### config.mk
export PLATFORM = sky130hd
export DESIGN_NAME = multicycle_ctrl_hs
export DESIGN_NICKNAME = d
export VERILOG_FILES = /design/src/rtl/multicycle_ctrl_hs_pkg.sv /design/src/rtl/ctrl_wait_timer.sv /design/src/rtl/multicycle_ctrl_hs.sv
export SDC_FILE = /design/constraint.sdc
export NUM_CORES = 1
export LEC_CHECK = 0
export BUFFER_PORTS_ARGS = -buffer_cell sky130_fd_sc_hd__buf_2
export CELL_PAD_IN_SITES_DETAIL_PLACEMENT = 0
export CELL_PAD_IN_SITES_GLOBAL_PLACEMENT = 1
export CORE_MARGIN = 10
export CORE_UTILIZATION = 35
export CTS_BUF_LIST = sky130_fd_sc_hd__clkbuf_16
export DETAILED_ROUTE_END_ITERATION = 16
export GPL_TIMING_DRIVEN = 0
export MAX_ROUTING_LAYER = met4
export PLACE_DENSITY = 0.78
export SLEW_MARGIN = 20
export SYNTH_ARGS = -nofsm -noshare
export SYNTH_HDL_FRONTEND = slang
export SYNTH_SLANG_ARGS = --single-unit
### constraint.sdc
create_clock -name clk -period 2.1 [get_ports clk]
set_clock_uncertainty 0.05 [all_clocks]
set_input_delay 0 -clock clk [delete_from_list [all_inputs] [get_ports clk]]
set_output_delay 0 -clock clk [all_outputs]
set_load 0.05 [all_outputs]
### src/rtl/multicycle_ctrl_hs_pkg.sv
// Shared state encodings and trap cause codes for the multi-cycle RV32 control FSM.
package multicycle_ctrl_hs_pkg;

  typedef enum logic [2:0] {
    ST_IF    = 3'd0,
    ST_ID_EX = 3'd1,
    ST_MEM   = 3'd2,
    ST_WB    = 3'd3,
    ST_HALT  = 3'd4,
    ST_TRAP  = 3'd5
  } state_t;

  typedef enum logic [1:0] {
    CAUSE_NONE    = 2'd0,
    CAUSE_ILLEGAL = 2'd1,
    CAUSE_IMEM_TO = 2'd2,
    CAUSE_DMEM_TO = 2'd3
  } trap_cause_t;

  // States that wait on a memory ready and are covered by the watchdog.
  function automatic logic is_wait_state(input state_t s);
    return (s == ST_IF) || (s == ST_MEM);
  endfunction

endpackage

### src/rtl/ctrl_wait_timer.sv
// Wait-state watchdog: counts not-ready cycles and flags the last permitted one.
module ctrl_wait_timer #(
  parameter int TIMEOUT_CYCLES = 255,
  parameter int CNT_W          = 8
) (
  input  logic clk,
  input  logic rstn,
  input  logic clear,
  input  logic count_en,
  output logic expire
);

  localparam int               LAST_I = (TIMEOUT_CYCLES > 0) ? TIMEOUT_CYCLES - 1 : 0;
  localparam logic [CNT_W-1:0] LAST   = CNT_W'(LAST_I);

  logic [CNT_W-1:0] wait_cnt;

  // NOTE: sequential state uses non-blocking assignments so every flop samples
  // pre-edge values regardless of block ordering.
  always_ff @(posedge clk or negedge rstn) begin
    if (!rstn) begin
      wait_cnt <= '0;
    end else if (clear) begin
      wait_cnt <= '0;
    end else if (count_en && (wait_cnt != '1)) begin
      wait_cnt <= wait_cnt + 1'b1;
    end
  end

  generate
    if (TIMEOUT_CYCLES > 0) begin : g_wdog
      assign expire = count_en && (wait_cnt == LAST);
    end else begin : g_no_wdog
      assign expire = 1'b0;
    end
  endgenerate

endmodule

### src/rtl/multicycle_ctrl_hs.sv
// Multi-cycle RV32 control FSM: IF -> ID_EX -> [MEM] -> WB with memory handshakes,
// wait-state watchdog, illegal-instruction trap and halt/resume.
module multicycle_ctrl_hs
  import multicycle_ctrl_hs_pkg::*;
#(
  parameter int DMEM_WE_W      = 4,
  parameter int TIMEOUT_CYCLES = 255,
  parameter int CNT_W          = 8
) (
  input  logic                 clk,
  input  logic                 rstn,
  input  logic                 load,
  input  logic                 store,
  input  logic                 branch,
  input  logic                 fence,
  input  logic                 halt,
  input  logic                 illegal,
  input  logic [DMEM_WE_W-1:0] decoder_dmem_we,
  input  logic                 imem_ready,
  input  logic                 dmem_ready,
  input  logic                 resume,
  output logic                 pc_we,
  output logic                 imem_rd,
  output logic                 rf_we,
  output logic [DMEM_WE_W-1:0] dmem_we,
  output logic                 dmem_rd,
  output logic                 trap,
  output logic [1:0]           trap_cause,
  output logic [2:0]           state_o
);

  state_t      state, next_state;
  trap_cause_t cause_q, next_cause;
  logic        wait_ready;
  logic        expire;

  assign wait_ready = (state == ST_IF) ? imem_ready : dmem_ready;

  // IF and MEM are never adjacent, so holding the counter clear outside them
  // gives a fresh count on every entry.
  ctrl_wait_timer #(
    .TIMEOUT_CYCLES(TIMEOUT_CYCLES),
    .CNT_W         (CNT_W)
  ) u_wait_timer (
    .clk     (clk),
    .rstn    (rstn),
    .clear   (!is_wait_state(state)),
    .count_en(is_wait_state(state) && !wait_ready),
    .expire  (expire)
  );

  always_ff @(posedge clk or negedge rstn) begin
    if (!rstn) begin
      state   <= ST_IF;
      cause_q <= CAUSE_NONE;
    end else begin
      state   <= next_state;
      cause_q <= next_cause;
    end
  end

  // NOTE: every combinational output gets a default first so no path leaves it
  // unassigned, which would otherwise infer a latch.
  always_comb begin
    next_state = state;
    next_cause = cause_q;
    case (state)
      ST_IF: begin
        if (imem_ready) begin
          next_state = ST_ID_EX;
        end else if (expire) begin
          next_state = ST_TRAP;
          next_cause = CAUSE_IMEM_TO;
        end
      end
      ST_ID_EX: begin
        if (illegal) begin
          next_state = ST_TRAP;
          next_cause = CAUSE_ILLEGAL;
        end else if (halt) begin
          next_state = ST_HALT;
        end else if (load || store) begin
          next_state = ST_MEM;
        end else begin
          next_state = ST_WB;
        end
      end
      ST_MEM: begin
        if (dmem_ready) begin
          next_state = ST_WB;
        end else if (expire) begin
          next_state = ST_TRAP;
          next_cause = CAUSE_DMEM_TO;
        end
      end
      ST_WB:   next_state = ST_IF;
      ST_HALT: next_state = resume ? ST_IF : ST_HALT;
      ST_TRAP: next_state = ST_TRAP;
      default: next_state = ST_IF;
    endcase
  end

  always_comb begin
    pc_we   = 1'b0;
    imem_rd = 1'b0;
    rf_we   = 1'b0;
    dmem_we = '0;
    dmem_rd = 1'b0;
    trap    = 1'b0;
    case (state)
      ST_IF:   imem_rd = 1'b1;
      ST_MEM: begin
        // A load takes priority if the decoder flags both.
        dmem_rd = load;
        dmem_we = (store && !load) ? decoder_dmem_we : '0;
      end
      ST_WB: begin
        pc_we = 1'b1;
        rf_we = !(store || branch || fence);
      end
      ST_HALT: pc_we = resume;
      ST_TRAP: trap  = 1'b1;
      default: ;
    endcase
  end

  assign trap_cause = cause_q;
  assign state_o    = state;

endmodule

After elaboration in Yosys (flattened, before gate mapping)

Index checks and enable logic that the tools add are counted.
Widths: inputs -> output; s select.

Bits in registers: 13
Input bits: 15
Output and inout bits: 14
Logic and storage cells: 55

Add/subtract/negate cells: 1
Equal/unequal tests: 13
Mux-type cells: 24
Reduce and logical (&&, ||, !) cells: 14

Operator list:

| cell                | count |
|---|---|
| $mux 3              | 6 |
| $mux 8              | 2 |
| $pmux 3 s5          | 1 |
| $mux 2              | 5 |
| $ne 2x2->1 const B  | 5 |
| $add 8x1->8 const B | 1 |
| $eq 8x8->1 const B  | 1 |
| $mux 4              | 2 |
| $ne 8x8->1 const B  | 1 |
| $eq 3x2->1 const B  | 2 |
| $eq 3x3->1 const B  | 2 |
| $mux 1              | 6 |
| $pmux 2 s3          | 1 |
| $reduce_and 6->1    | 1 |
| $logic_and 1x1->1   | 4 |
| $logic_or 1x1->1    | 4 |
| $eq 3x1->1 const B  | 1 |
| $logic_not 1->1     | 3 |
| $logic_not 3->1     | 1 |
| $reduce_bool 3->1   | 1 |
| $ne 2x1->1 const B  | 1 |
| $pmux 1 s2          | 1 |

Depth between registers and ports, before layout

Gate-level depths: netlist (run 1).

Word-level depth: 8
Depth in mapped cells: 6
Depth with buffers taken out: 6

Modules after synthesis

A second synthesis (run 1) with hierarchy kept.

Cells, all modules: 98
Area total of the unflattened synthesis: 908.4 um^2

By module, submodules not included:

| module             | times used | cells an instance | area an instance (um^2) | sequential area each (um^2) |
|---|---|---|---|---|
| ctrl_wait_timer    | 1          | 51                | 500.5                   | 200.2 |
| multicycle_ctrl_hs | 1          | 47                | 407.9                   | 125.1 |

Least setup slack after synthesis (run 1)

No wires, ideal clock.

Kind: reg2out
From: register state[1] (netlist: state_o[1])
To: output rf_we
Arrival: 2.598 ns
Required time: 2.050 ns
Slack: -0.548 ns
Stages on the path, launching flop included: 4
Buffers on the path: 1
Path through: dfrtp_1 > clkbuf_1 > nand3b_1 > nor4_1

Word-level cells in the longest chain between the ends: 2

Ends and longest elaborated chain:

| item                     | RTL line                  | text |
|---|---|---|
| start: declaration       | multicycle_ctrl_hs.sv:32  | `state_t state, next_state;` |
| start signal: assignment | multicycle_ctrl_hs.sv:57  | `state <= next_state;` |
| $eq 3x2->1               | multicycle_ctrl_hs.sv:110 | `case (state)` |
| $mux 1                   | multicycle_ctrl_hs.sv:110 |  |
| end: declaration         | multicycle_ctrl_hs.sv:24  | `output logic rf_we,` |

No other way between the ends.

Worst setup path after layout (run 1)

From: register state[2] (netlist: state_o[2])
To: output dmem_we[2]

Word-level cells in the longest chain between the ends: 2

Ends and longest elaborated chain:

| item             | RTL line                  | text |
|---|---|---|
| $eq 3x2->1       | multicycle_ctrl_hs.sv:110 |  |
| $mux 4           | multicycle_ctrl_hs.sv:110 |  |
| end: declaration | multicycle_ctrl_hs.sv:25  | `output logic [DMEM_WE_W-1:0] dmem_we,` |

No other way between the ends.

==> metrics, run 1 <==
status=complete, no violations; syn nets=107; met3 Usage GRT=3.75%; CP arrival=1.85 ns; Distinct cells, synth=34; Hold Path Depth=2; Ys Warns=0; hold crit path type=input pin to register; Tcrit/Tclk final=90.3%; detailed placement HPWL=1710 um; PwrDens=1170 nW/um2; most used routing layer=met2; H-tree Lvls=1; Slew @ Worst Pin=0.397 ns; endpoints failing hold=0; RSZ-0062 raised after global routing=no; deepest clock path buffer count=2; number of cells produced by synthesis=90; Worst EP required=2.05 ns; placed cell area=1000 um2; number of global-route vias before repair=751; power share of the combinational group=46.4%; largest net degree at the start of global routing=14; reg2reg setup slack=0.48 ns; register area share after synthesis=39.9%; crit path capture type=output port; Port Buffers=28; CP Launch Type=register; leak pwr=0.549 nW; I/O pin total=29; drt via density=5.18; Crit-path slowest cell=dfrtp_1; die height=68.2 um; area delta synth->final=35.6%; Core Area=2210 um2; Reg-to-Reg End=u_wait_timer.wait_cnt[3]; total clock sinks=13; Slew HR=73.6%; clock group share of total power=27.1%; number of max-cap violations=0; CTS tree=done; initial antenna violation count=0; syn avg cell area=9.05 um2; Max stage delay on crit path=0.37 ns; worst vdd ir=0.553 mV; Max Fclk=527 MHz; Slew Viols, Final=0; Worst-path clk slew=0.04 ns; met1 Track Usage GR=10.7%; gpl congestion=0.842; via count=782; NetSw=0.000570 W; global-route wire length before repair=3380 um; P_int=0.000719 W; FP Rows=17; CP Class=register to output port; Clk Tree Root Cell=clkbuf_16; Sw Ratio=44.2%; Worst R2R Path Depth=5; Die ar.=4660 um2; cells along the critical path=buf_2, nor2_4, buf_4, nand2_1, nor3b_2, and2_1, clkbuf_4; gr usage total=9.65%; Initial DRC Count=28; # setup viols final=0; Avg WL per Cell=14.3 um; #FFs+latches synth=13; Diodes inserted=0; Post-synth EDFFs=0; sequential power share=26.5%; Die X-Extent=68.2 um; Num CTS Buffers=3; fin crit period=1.90 ns; CP top delay family=simple AND/OR/NAND/NOR gates; Worst-Skew Late Latency=0.24 ns; Post-DRT Antenna Nets=0; drt drc=0; Initial Util=36.8%; first drt pass iteration count=3; WHS Endpoint=state_o[0]; Layout Nets=141; Synth async-reset ratio=100%; top_reg_cell synth=dfrtp_1; total wire length=2160 um; hold_sp=dmem_ready; met2 usage=14.5%; layout cell share with drive strength beyond 1=32.5%; worst hold slack=0.0304 ns; Sum Neg Setup Slack=0 ns; cell area after layout=1100 um2; Post-Syn Area=815 um2; crit-path max FO=10; GR Overflow Total=0; RR Startpoint=u_wait_timer.wait_cnt[0]; CP bufs+invs=3
[cell usage in the layout (no fill, tap or decap), types with 2 or more instances in the layout]
cell type / instances
clkbuf_16: 3
nand3_1: 5
and4_1: 2
mux2i_1: 2
inv_1: 4
nor3_1: 3
a21oi_1: 4
nand2_1: 10
nand4_1: 3
and3_1: 4
ha_1: 2
clkbuf_4: 4
buf_2: 25
a31oi_1: 2
and2_1: 4
nor2_1: 6
nor4_1: 2
nand3b_1: 2
o21ai_0: 5
dfrtp_1: 13
nor3b_2: 2
[worst max-delay path by stage]
stage	from	end	slack [ns]	cells past startpoint
2_1_floorplan	state_o[1]	rf_we	0.007	3
3_3_place_gp	state_o[2]	dmem_we[3]	0.37	7
3_5_place_dp	state_o[2]	dmem_we[1]	0.34	7
4_1_cts	state_o[2]	dmem_we[1]	0.08	7
5_1_grt	state_o[2]	dmem_we[1]	0.06	7
6_report	state_o[2]	dmem_we[2]	0.20	7
[per-stage QoR]
step | worst slack (ns) | instances | util [%] | power, W
global placement | 0.365 | 146 | 45.2 | 0.000930
global route | 0.0648 | 151 | 49.9 | 0.00137
floorplan | 0.00738 | 90 | - | 0.000785
finish | 0.204 | 151 | 49.9 | 0.00129
detailed placement | 0.342 | 146 | 45.2 | 0.000937
CTS | 0.0811 | 151 | 49.3 | 0.00130
[registers in the layout, summed over array words and instances (netlist names)]
signal and flops:
trap_cause 2, u_wait_timer.wait_cnt 8, state_o 3
[cell families after synthesis]
logic type      after synthesis  synth area share [%]
compound gates               18                  15.8
fa+ha+maj                     2                  3.07
buf+inv                       6                  3.38
flops                        13                  39.9
mux                           3                  5.22
simple gates                 48                  32.6
[worst reg2reg max path, cell delays in order, from the launching register on]
cell      delay, ns
dfrtp_1        0.41
ha_1           0.29
nand3_1        0.16
o211ai_4       0.12
or3_1          0.36
a21oi_1        0.15
[routing by layer]
layer	vias to the layer above	part of all wire [%]
met5	-	0
met4	0	1.4
met3	4	13
met2	27	41
met1	351	45
li1	400	-
[area by class of cell]
| class | instances | area [um2] |
|---|---|---|
| fillers | 212 | 1110 |
| multi-input cells | 71 | 478 |
| flip-flops and latches | 13 | 325 |
| repair buffers | 29 | 160 |
| clock buffers | 3 | 75.1 |
| well taps | 28 | 35.0 |
| plain buffers | 3 | 16.3 |
| inverters | 3 | 11.3 |
| clock inverters | 1 | 3.75 |
[Yosys cell counts, drive strengths merged (3+ instances only)]
| cell | number | share of area [%] |
|---|---|---|
| and2 | 4 | 3.1 |
| nor2 | 7 | 3.5 |
| nand4 | 3 | 2.3 |
| nor4 | 3 | 2.3 |
| nand2 | 10 | 4.6 |
| inv | 3 | 1.4 |
| nor3 | 3 | 1.8 |
| nand3 | 5 | 3.1 |
| mux2i | 3 | 5.2 |
| dfrtp | 13 | 40 |
| and3 | 4 | 3.1 |
| o21ai | 5 | 3.1 |
| a21oi | 4 | 2.5 |
[power groups by stage]
stage	combinational [W]	clock [W]	sequential [W]
floorplan	0.000363	0	0.000423
global placement	0.000589	0	0.000341
detailed placement	0.000596	0	0.000341
CTS	0.000599	0.000363	0.000338
global route	0.000644	0.000373	0.000350
finish	0.000598	0.000350	0.000341
[timing repair]
action	4_1_cts	5_1_grt
setup buffers	0	0
hold endpoints to repair	13	0
resized for setup	0	5
endpoints found under the setup margin	0	4
hold buffers	1	0
No activity file was read; power rests on OpenSTA's default activity.
==> inputs of run 2 (changes only) <==
--- a/config.mk
+++ b/config.mk
@@ -5,16 +5,16 @@
 export SDC_FILE = /design/constraint.sdc
 export NUM_CORES = 1
 export LEC_CHECK = 0
-export BUFFER_PORTS_ARGS = -buffer_cell sky130_fd_sc_hd__buf_2
+export BUFFER_PORTS_ARGS = -buffer_cell sky130_fd_sc_hd__buf_4
 export CELL_PAD_IN_SITES_DETAIL_PLACEMENT = 0
 export CELL_PAD_IN_SITES_GLOBAL_PLACEMENT = 1
 export CORE_MARGIN = 10
-export CORE_UTILIZATION = 35
+export CORE_UTILIZATION = 34
 export CTS_BUF_LIST = sky130_fd_sc_hd__clkbuf_16
 export DETAILED_ROUTE_END_ITERATION = 16
 export GPL_TIMING_DRIVEN = 0
 export MAX_ROUTING_LAYER = met4
-export PLACE_DENSITY = 0.78
+export PLACE_DENSITY = 0.76
 export SLEW_MARGIN = 20
 export SYNTH_ARGS = -nofsm -noshare
 export SYNTH_HDL_FRONTEND = slang
==> metrics, run 2 (synthesis results as in run 1) <==
status=complete, no violations; total wire length=2210 um (+2.1%); hold crit path type=input pin to register; Port Buffers=28 (unchanged); Worst-path clk slew=0.04 ns (about the same); PwrDens=1140 nW/um2 (-2.2%); Initial Util=36.1% (-0.69 points); Slew Viols, Final=0 (unchanged); Worst EP required=2.05 ns (about the same); CP arrival=1.90 ns (+0.05 ns); number of global-route vias before repair=794 (+5.7%); detailed placement HPWL=1770 um (+4.0%); drt via density=5.18 (unchanged); leak pwr=0.567 nW (+3.2%); Clk Tree Root Cell=clkbuf_16; GR Overflow Total=0 (unchanged); Tcrit/Tclk final=92.6% (+2.4 points); Layout Nets=141 (unchanged); layout cell share with drive strength beyond 1=32.5% (unchanged); RSZ-0062 raised after global routing=no; Slew HR=73.7% (+0.091 points); highest metal used=met4; via count=782 (unchanged); crit-path max FO=10 (unchanged); Slew @ Worst Pin=0.395 ns (-0.00136 ns); Biggest register=u_wait_timer.wait_cnt; Initial DRC Count=36 (+29%); Die X-Extent=68.9 um (+1.0%); I/O pin total=29 (unchanged); CP Class=register to output port; post-layout util=51.4% (+1.5 points); deepest clock path buffer count=2 (unchanged); Die ar.=4750 um2 (+2.1%); global-route wire length before repair=3600 um (+6.5%); Worst-Skew Late Latency=0.24 ns (about the same); Max Fclk=514 MHz (-2.6%); # setup viols final=0 (unchanged); worst setup margin=0.154 ns (-0.0497 ns); Core Area=2250 um2 (+1.9%); crit path capture type=output port; CTS tree=done; Avg WL per Cell=14.6 um (+2.1%); number of max-cap violations=0 (unchanged); Num CTS Buffers=3 (unchanged); gpl congestion=0.745 (-12%); gr usage total=10.1% (+0.41 points); cells along the critical path=buf_2, nor2_2, buf_4, nand2_1, nor3b_2, and2_1, buf_4; worst vdd ir=0.687 mV (+24%); total clock sinks=13 (unchanged); area delta synth->final=42.4%; max reg flops=8 (unchanged); Post-DRT Antenna Nets=0 (unchanged); H-tree Lvls=1 (unchanged); most used cell, CP=buf_4; FP Rows=17 (unchanged); Metal-1 WL=901 um (-6.4%); Diodes inserted=0 (unchanged); Sum Neg Setup Slack=0 ns (unchanged); Max stage delay on crit path=0.36 ns (about the same); first drt pass iteration count=4 (+1); endpoints failing hold=0 (unchanged); Crit-path slowest cell=dfrtp_1; most frequent cells in the layout=29 x buf_4, 13 x dfrtp_1, 10 x nand2_1; setup bufs post-CTS=0 (unchanged); pre-CTS setup slack=0.395 ns (+0.0525 ns); WL met3=330 um (+16%); fin crit period=1.95 ns (+0.0497 ns); die height=68.9 um (+1.0%); routed wl met2=937 um (+5.9%); most common cell after layout, fill and taps aside=buf_4; CP Launch Type=register; initial antenna violation count=0 (unchanged); drt drc=0 (unchanged); largest net degree at the start of global routing=14 (unchanged)
-- run 2: cell count changes in the layout (fill, tap and decap cells not counted), sizes merged --
cell    previous run  this run
buf               26        30
clkbuf             8         4
-- run 2: layout make-up --
cell class	count	area, um2
plain buffers	3	16.3
repair buffers	29	220
well taps	28	35.0
multi-input cells	71	473
inverters	3	11.3
fillers	225	1090
clock inverters	1	3.75
clock buffers	3	75.1
flip-flops and latches	13	325
-- run 2: final timing paths --
check | from | to | slack, ns | cells past startpoint
max in group asynchronous | rstn | trap_cause[0] | 1.74 | 2
max reg2reg | u_wait_timer.wait_cnt[0] | u_wait_timer.wait_cnt[3] | 0.49 | 5
min in group asynchronous | rstn | u_wait_timer.wait_cnt[1] | 0.10 | 2
min | dmem_ready | state_o[0] | 0.006 | 2
min reg2reg | trap_cause[1] | trap_cause[1] | 0.46 | 2
max | state_o[2] | dmem_we[0] | 0.15 | 7
-- run 2: per-stage QoR --
| stage | std cells | total power, W | cell area [um2] | hold WS (ns) |
|---|---|---|---|---|
| 3_3_place_gp | 146 | 0.000972 | 1070 | -0.192 |
| 4_1_cts | 151 | 0.00134 | 1160 | 0.00420 |
| 3_5_place_dp | 146 | 0.000977 | 1070 | -0.191 |
| 6_report | 151 | 0.00132 | 1160 | 0.00614 |
| 2_1_floorplan | 90 | 0.000785 | 826 | -0.346 |
| 5_1_grt | 151 | 0.00141 | 1160 | 0.0205 |
-- run 2: report_power, final --
part	internal [W]	leakage (nW)	switching, W	total, W
Clock	0.000251	0.0423	0.000102	0.000353
Combinational	0.000212	0.353	0.000417	0.000628
Sequential	0.000291	0.171	0.0000503	0.000341
-- run 2: what timing repair did --
action | CTS | global route
resized for setup | 0 | 0
hold endpoints to repair | 13 | 0
setup endpoints to repair | 0 | 0
hold buffers | 1 | 0
-- run 2: layer usage --
metal	GRT usage, %	vias to the layer above
met1	10.4	346
met4	5.17	0
li1	-	401
met2	16.2	30
met3	4.03	5
met5	-	-
-- run 2: critical path: cells and delay by family, from the launching register on --
| kind | cells | cell delay, ns |
|---|---|---|
| AND/OR/NAND/NOR | 4 | 0.72 |
| flip-flops | 1 | 0.36 |
| buffers and inverters | 3 | 0.57 |
